<file path="src/rtl/apb_controller_if.sv">
`default_nettype none
// ============================================================================
// apb_controller_if : AHB-slave-side inputs and APB/AHB-return outputs of the bridge controller
// Revision: 1.0
// ============================================================================
interface apb_controller_if #(
  parameter int DATA_WIDTH = 32
);
  logic                  Valid;
  logic                  Hwrite;
  logic                  Hwrite_reg;
  logic [31:0]           Haddr;
  logic [31:0]           Haddr1;
  logic [31:0]           Haddr2;
  logic [DATA_WIDTH-1:0] Hwdata;
  logic [DATA_WIDTH-1:0] Hdata1;
  logic [DATA_WIDTH-1:0] Prdata;
  logic [2:0]            Pselx;
  logic                  Penable;
  logic                  Pwrite;
  logic [31:0]           Paddr;
  logic [DATA_WIDTH-1:0] Pwdata;
  logic                  Hreadyout;
  logic [DATA_WIDTH-1:0] Hrdata;

  modport master (
    input  Valid, Hwrite, Hwrite_reg, Haddr, Haddr1, Haddr2, Hwdata, Hdata1, Prdata,
    output Pselx, Penable, Pwrite, Paddr, Pwdata, Hreadyout, Hrdata
  );

  modport slave (
    output Valid, Hwrite, Hwrite_reg, Haddr, Haddr1, Haddr2, Hwdata, Hdata1, Prdata,
    input  Pselx, Penable, Pwrite, Paddr, Pwdata, Hreadyout, Hrdata
  );
endinterface
`default_nettype wire

</file>
<file path="src/rtl/apb_controller.sv">
`default_nettype none
// ============================================================================
// apb_controller : APB SETUP/ENABLE sequencer of the AHB-to-APB bridge, fully registered outputs
// Revision: 1.0
// ============================================================================
module apb_controller #(
  parameter int DATA_WIDTH = 32
) (
  input  logic             Hclk,
  input  logic             Hreset,
  apb_controller_if.master bus
);

  typedef enum logic [2:0] {
    ST_IDLE     = 3'd0,
    ST_WWAIT    = 3'd1,
    ST_READ     = 3'd2,
    ST_WRITE    = 3'd3,
    ST_WRITEP   = 3'd4,
    ST_RENABLE  = 3'd5,
    ST_WENABLE  = 3'd6,
    ST_WENABLEP = 3'd7
  } state_t;

  state_t                state_q, state_d;
  logic [2:0]            pselx_q, pselx_d;
  logic                  penable_q, penable_d;
  logic                  pwrite_q, pwrite_d;
  logic [31:0]           paddr_q, paddr_d;
  logic [DATA_WIDTH-1:0] pwdata_q, pwdata_d;
  logic                  hreadyout_q, hreadyout_d;
  logic [DATA_WIDTH-1:0] hrdata_q, hrdata_d;

  // Three 64 MB windows starting at 0x8000_0000; anything else selects nobody.
  function automatic logic [2:0] decode(input logic [5:0] addr_hi);
    logic [2:0] sel;
    sel = 3'b000;
    case (addr_hi)
      6'b100000: sel = 3'b001;
      6'b100001: sel = 3'b010;
      6'b100010: sel = 3'b100;
      default:   sel = 3'b000;
    endcase
    return sel;
  endfunction

  always_comb begin
    state_d     = state_q;
    pselx_d     = pselx_q;
    penable_d   = penable_q;
    pwrite_d    = pwrite_q;
    paddr_d     = paddr_q;
    pwdata_d    = pwdata_q;
    hreadyout_d = hreadyout_q;
    hrdata_d    = hrdata_q;

    case (state_q)
      ST_IDLE, ST_RENABLE, ST_WENABLE: begin
        if (bus.Valid && bus.Hwrite)
          state_d = ST_WWAIT;
        else if (bus.Valid)
          state_d = ST_READ;
        else
          state_d = ST_IDLE;
      end
      ST_WWAIT:    state_d = bus.Valid ? ST_WRITEP : ST_WRITE;
      ST_READ:     state_d = ST_RENABLE;
      ST_WRITE:    state_d = bus.Valid ? ST_WENABLEP : ST_WENABLE;
      ST_WRITEP:   state_d = ST_WENABLEP;
      ST_WENABLEP: begin
        if (!bus.Hwrite_reg)
          state_d = ST_READ;
        else if (bus.Valid)
          state_d = ST_WRITEP;
        else
          state_d = ST_WRITE;
      end
      default:     state_d = ST_IDLE;
    endcase

    // Outputs depend on where we are going, and for write setup also where we come from.
    case (state_d)
      ST_READ: begin
        paddr_d     = bus.Haddr;
        pwrite_d    = 1'b0;
        pselx_d     = decode(bus.Haddr[31:26]);
        penable_d   = 1'b0;
        hreadyout_d = 1'b0;
      end
      ST_IDLE, ST_WWAIT: begin
        pselx_d     = 3'b000;
        penable_d   = 1'b0;
        hreadyout_d = 1'b1;
      end
      ST_WRITE, ST_WRITEP: begin
        // After a pipelined enable the address/data of the next write sit one stage deeper.
        if (state_q == ST_WENABLEP) begin
          paddr_d  = bus.Haddr2;
          pwdata_d = bus.Hdata1;
          pselx_d  = decode(bus.Haddr2[31:26]);
        end else begin
          paddr_d  = bus.Haddr1;
          pwdata_d = bus.Hwdata;
          pselx_d  = decode(bus.Haddr1[31:26]);
        end
        pwrite_d    = 1'b1;
        penable_d   = 1'b0;
        hreadyout_d = 1'b0;
      end
      default: begin
        penable_d   = 1'b1;
        hreadyout_d = 1'b1;
      end
    endcase

    if (state_q == ST_RENABLE)
      hrdata_d = bus.Prdata;
  end

  always_ff @(posedge Hclk) begin
    if (Hreset) begin
      state_q     <= ST_IDLE;
      pselx_q     <= 3'b000;
      penable_q   <= 1'b0;
      pwrite_q    <= 1'b0;
      paddr_q     <= 32'h0;
      pwdata_q    <= '0;
      hreadyout_q <= 1'b1;
      hrdata_q    <= '0;
    end else begin
      state_q     <= state_d;
      pselx_q     <= pselx_d;
      penable_q   <= penable_d;
      pwrite_q    <= pwrite_d;
      paddr_q     <= paddr_d;
      pwdata_q    <= pwdata_d;
      hreadyout_q <= hreadyout_d;
      hrdata_q    <= hrdata_d;
    end
  end

  assign bus.Pselx     = pselx_q;
  assign bus.Penable   = penable_q;
  assign bus.Pwrite    = pwrite_q;
  assign bus.Paddr     = paddr_q;
  assign bus.Pwdata    = pwdata_q;
  assign bus.Hreadyout = hreadyout_q;
  assign bus.Hrdata    = hrdata_q;

endmodule
`default_nettype wire

</file>
<file path="src/flat_wrapper.sv">
// flat-port wrapper written by rule: the top's interface ports become plain ports
module apb_controller_flat 
#(
  parameter int DATA_WIDTH = 32
)
  (Hclk, Hreset, bus_Valid, bus_Hwrite, bus_Hwrite_reg, bus_Haddr, bus_Haddr1, bus_Haddr2, bus_Hwdata, bus_Hdata1, bus_Prdata, bus_Pselx, bus_Penable, bus_Pwrite, bus_Paddr, bus_Pwdata, bus_Hreadyout, bus_Hrdata);
  apb_controller_if #(.DATA_WIDTH(DATA_WIDTH)) bus_i ();
  input  logic Hclk;
  input  logic Hreset;
  input wire logic [$bits(bus_i.Valid)-1:0] bus_Valid;
  input wire logic [$bits(bus_i.Hwrite)-1:0] bus_Hwrite;
  input wire logic [$bits(bus_i.Hwrite_reg)-1:0] bus_Hwrite_reg;
  input wire logic [$bits(bus_i.Haddr)-1:0] bus_Haddr;
  input wire logic [$bits(bus_i.Haddr1)-1:0] bus_Haddr1;
  input wire logic [$bits(bus_i.Haddr2)-1:0] bus_Haddr2;
  input wire logic [$bits(bus_i.Hwdata)-1:0] bus_Hwdata;
  input wire logic [$bits(bus_i.Hdata1)-1:0] bus_Hdata1;
  input wire logic [$bits(bus_i.Prdata)-1:0] bus_Prdata;
  output wire logic [$bits(bus_i.Pselx)-1:0] bus_Pselx;
  output wire logic [$bits(bus_i.Penable)-1:0] bus_Penable;
  output wire logic [$bits(bus_i.Pwrite)-1:0] bus_Pwrite;
  output wire logic [$bits(bus_i.Paddr)-1:0] bus_Paddr;
  output wire logic [$bits(bus_i.Pwdata)-1:0] bus_Pwdata;
  output wire logic [$bits(bus_i.Hreadyout)-1:0] bus_Hreadyout;
  output wire logic [$bits(bus_i.Hrdata)-1:0] bus_Hrdata;
  assign bus_i.Valid = bus_Valid;
  assign bus_i.Hwrite = bus_Hwrite;
  assign bus_i.Hwrite_reg = bus_Hwrite_reg;
  assign bus_i.Haddr = bus_Haddr;
  assign bus_i.Haddr1 = bus_Haddr1;
  assign bus_i.Haddr2 = bus_Haddr2;
  assign bus_i.Hwdata = bus_Hwdata;
  assign bus_i.Hdata1 = bus_Hdata1;
  assign bus_i.Prdata = bus_Prdata;
  assign bus_Pselx = bus_i.Pselx;
  assign bus_Penable = bus_i.Penable;
  assign bus_Pwrite = bus_i.Pwrite;
  assign bus_Paddr = bus_i.Paddr;
  assign bus_Pwdata = bus_i.Pwdata;
  assign bus_Hreadyout = bus_i.Hreadyout;
  assign bus_Hrdata = bus_i.Hrdata;
  apb_controller #(.DATA_WIDTH(DATA_WIDTH)) u_core (.Hclk(Hclk), .Hreset(Hreset), .bus(bus_i));
endmodule
</file>
<file path="config.mk">
export PLATFORM = sky130hd
export DESIGN_NAME = apb_controller_flat
export DESIGN_NICKNAME = d
export VERILOG_FILES = /design/src/rtl/apb_controller_if.sv /design/src/rtl/apb_controller.sv /design/src/flat_wrapper.sv
export SDC_FILE = /design/constraint.sdc
export NUM_CORES = 1
export LEC_CHECK = 0
export CELL_PAD_IN_SITES_DETAIL_PLACEMENT = 0
export CELL_PAD_IN_SITES_GLOBAL_PLACEMENT = 1
export CORE_MARGIN = 3
export CORE_UTILIZATION = 27
export CTS_CLUSTER_SIZE = 16
export DETAILED_ROUTE_END_ITERATION = 12
export GPL_TIMING_DRIVEN = 0
export PLACE_DENSITY = 0.95
export SLEW_MARGIN = 40
export SYNTH_ARGS = -nofsm -noshare
export SYNTH_HDL_FRONTEND = slang
export SYNTH_SLANG_ARGS = --single-unit
</file>
<file path="constraint.sdc">
create_clock -name Hclk -period 4.4 [get_ports Hclk]
set_input_delay 0.88 -clock Hclk [delete_from_list [all_inputs] [get_ports Hclk]]
set_output_delay 0.88 -clock Hclk [all_outputs]
set_load 0.1 [all_outputs]
</file>
==> results.tsv <==
stage	metric	value	unit
layout	n_antenna_cell	0	
floorplanning	io_pins	299	
layout	area_growth	63.1	%
detailed_routing	drtIter0Drc	234	
cts	clkLatencyLatePin	0.35	ns
yosys	yosysWarnings	0	
layout	instances_no_fill	1164	
cts	postCtsSetupRepairBufs	0	
detailed_routing	wire_per_inst	16.5	um
placed_design	dp_cells	1148	
flow_run	maxCapViolCount	0	
yosys	ys_async_sr_fraction	0	%
detailed_routing	finalWirelength	19200	um
cts	ctsHoldBuffers	0	
detailed_routing	via_per_inst	4.77	
layout	nNetsFinal	1131	
detailed_routing	remaining_drc_errors	0	
cts	cts-root-buf	clkbuf_16	
cts	cts_tree	done	
worst_setup_path	critPathCaptureType	flop	
global_routing	track_usage	19.0	%
yosys	yosys.area.top_type	dfxtp_1	
detailed_routing	highest_layer	met4	
sta	fin_crit	2.73	ns
yosys	syn_area_per_cell	7.78	um^2
hold_path	worstHoldPathType	flop to flop	
sta	drv_slew	0	
yosys	yosysSeqAreaShare	43.2	%
cts	ctsHtreeMaxLevel	3	
cts	cts_sinks	105	
global_routing	grt_pass1_wl	29700	um
detailed_routing	vias	5552	
global_routing	antenna_found_initial	0	
pwr	peakVddDrop	0.000296	V
pwr	leakagePower	3.31	nW
yosys	yosys-top-cells-area	dfxtp_1, nand2_1, a311oi_1	
floorplanning	rows	48	
worst_setup_path	cp_max_fo	10	
yosys	syn_area	4860	um^2
worst_setup_path	criticalPathCategory	input port to flop	
worst_setup_path	cp-start-kind	input port	
sta	finalHoldViolCount	0	
global_routing	overflow	0	
sta	grt_setup_unrepaired	no	
worst_setup_path	worstPathArrival	2.94	ns
cts	clkTransAtPathRegs	0.07	ns
detailed_routing	route.met2.wl	9220	um
placed_design	gp_congestion	0.838	
floorplanning	start_util	27.8	%
layout	postLayoutCoreUtil	45.4	%
detailed_routing	firstDrtPassIters	4	
yosys	ys_types	43	
yosys	synth.top_cell.area_share	43.2	%
placed_design	dp_hpwl	14900	um
sta	layout_worst_path_cycle_share	62.1	%
yosys	ys_ff_latch	105	
layout	n_fill_cell	1810	
global_routing	grt_pass1_vias	5559	
yosys	synth_flop_cell	dfxtp_1	
detailed_routing	wl_met1	7980	um
cts	numCtsBuffers	9	
placed_design	portBuffers	298	
sta	max_slew_margin	57.8	%
yosys	synth_nets	822	
pwr	pwr_density_cell	521	nW/um^2
floorplanning	core	17500	um^2
layout	final_area	7930	um^2
floorplanning	die_x	140	um
layout	regArea	2100	um^2
sta	fmax	366	MHz
layout	multi_input_comb_area	2460	um^2
floorplanning	die_area	19700	um^2
floorplanning	dieHeight	140	um
cts	clk_path_buf_depth	2	
cts	cts_resized	0	
detailed_routing	ant_nets	0	
global_routing	grt_max_degree	17	
detailed_routing	route.met3.wl	1610	um
yosys	syn_inst	625	
sta	setup_viol	0	
sta	tns	0	ns
placed_design	dpl_cell_area	7620	um^2
sta	worst_pin_slew	0.633	ns
worst_setup_path	worstPathRequired	4.61	ns
sta	finClkSkew	0.00373	ns
layout	drive_above_1_share	16.5	%
outcome	outcome	finished clean	
yosys	synth_edf_count	0	
[critical path: stages]
cell and delay (ns):
clkdlybuf4s50_1 0.48, clkbuf_1 0.50, clkbuf_1 0.50, clkbuf_1 0.49, a21oi_1 0.09
[registers in the layout, summed over array words and instances (netlist names)]
name / flops
u_core.bus.Pselx: 3
u_core.bus.Pwrite: 1
u_core.state_q: 3
u_core.bus.Hrdata: 32
u_core.bus.Paddr: 32
u_core.bus.Hreadyout: 1
u_core.bus.Pwdata: 32
u_core.bus.Penable: 1
[metal layers]
| metal | track usage, % | vias to the layer above |
|---|---|---|
| li1 | - | 2793 |
| met1 | 21.9 | 2526 |
| met2 | 32.9 | 212 |
| met3 | 7.10 | 21 |
| met4 | 5.30 | 0 |
| met5 | 0 | - |
[final timing paths]
kind                                             end  slack [ns]                                from  depth (start not counted)
setup / recovery  u_core.bus.Hrdata[17]$_SDFFE_PP0N_        1.67                              Hreset                          5
setup reg to reg  u_core.bus.Pwdata[27]$_SDFFE_PP0N_        2.28        u_core.state_q[1]$_SDFF_PP0_                          7
hold / removal    u_core.bus.Hrdata[20]$_SDFFE_PP0N_        0.45  u_core.bus.Hrdata[20]$_SDFFE_PP0N_                          2
hold reg to reg   u_core.bus.Hrdata[20]$_SDFFE_PP0N_        0.45  u_core.bus.Hrdata[20]$_SDFFE_PP0N_                          2
[metrics by stage]
stage / setup slack [ns] / hold slack [ns] / total power [mW]
finish: 1.67 / 0.450 / 4.13
global route: 1.45 / 0.468 / 4.33
CTS: 1.59 / 0.455 / 4.17
detailed placement: 1.21 / 0.446 / 3.31
global placement: 1.27 / 0.442 / 3.44
floorplan: 2.21 / 0.728 / 2.80
[kinds of logic after synthesis]
kind of cell	share of synthesized area, %
XOR/XNOR	0.180
AND/OR/NAND/NOR	29.7
flip-flops	43.2
buffers and inverters	6.23
adder cells (fa/ha/maj)	0.206
AO/OA/AOI/OAI	20.5
[cells in the mapped netlist, types with 6 or more instances]
library cell / n
buf_2: 23
nand2b_1: 30
clkbuf_1: 25
a32o_1: 25
nand3_1: 29
dfxtp_1: 105
a311oi_1: 32
a21oi_1: 42
nor2_1: 35
a221o_1: 6
inv_1: 6
and3_1: 9
nand2_1: 208
buf_6: 6
[cell usage in the layout (no fill, tap or decap), types with 5 or more instances in the layout]
cell type	count
a21oi_1	42
a221o_1	6
a311oi_1	32
a32o_1	25
and3_1	9
buf_2	125
buf_6	6
clkbuf_1	25
clkbuf_16	9
clkdlybuf4s50_1	196
dfxtp_1	105
inv_1	6
nand2_1	208
nand2b_1	30
nand3_1	29
nor2_1	35
o21ai_0	5
[layout make-up]
| cell class | count | area share [%] |
|---|---|---|
| clock inverters | 4 | 0.615 |
| plain buffers | 55 | 3.53 |
| clock buffers | 12 | 3.36 |
| multi-input cells | 459 | 31.0 |
| flip-flops and latches | 105 | 26.5 |
| repair buffers | 298 | 31.2 |
| inverters | 6 | 0.284 |
| well taps | 225 | 3.55 |
[power by group]
| part | total [mW] | leakage (nW) | switching, mW | internal, mW |
|---|---|---|---|---|
| registers | 1.19 | 0.857 | 0.0810 | 1.11 |
| logic | 2.08 | 2.29 | 1.59 | 0.490 |
| clock network | 0.859 | 0.159 | 0.370 | 0.489 |
Power figures use the tool's default switching activity.
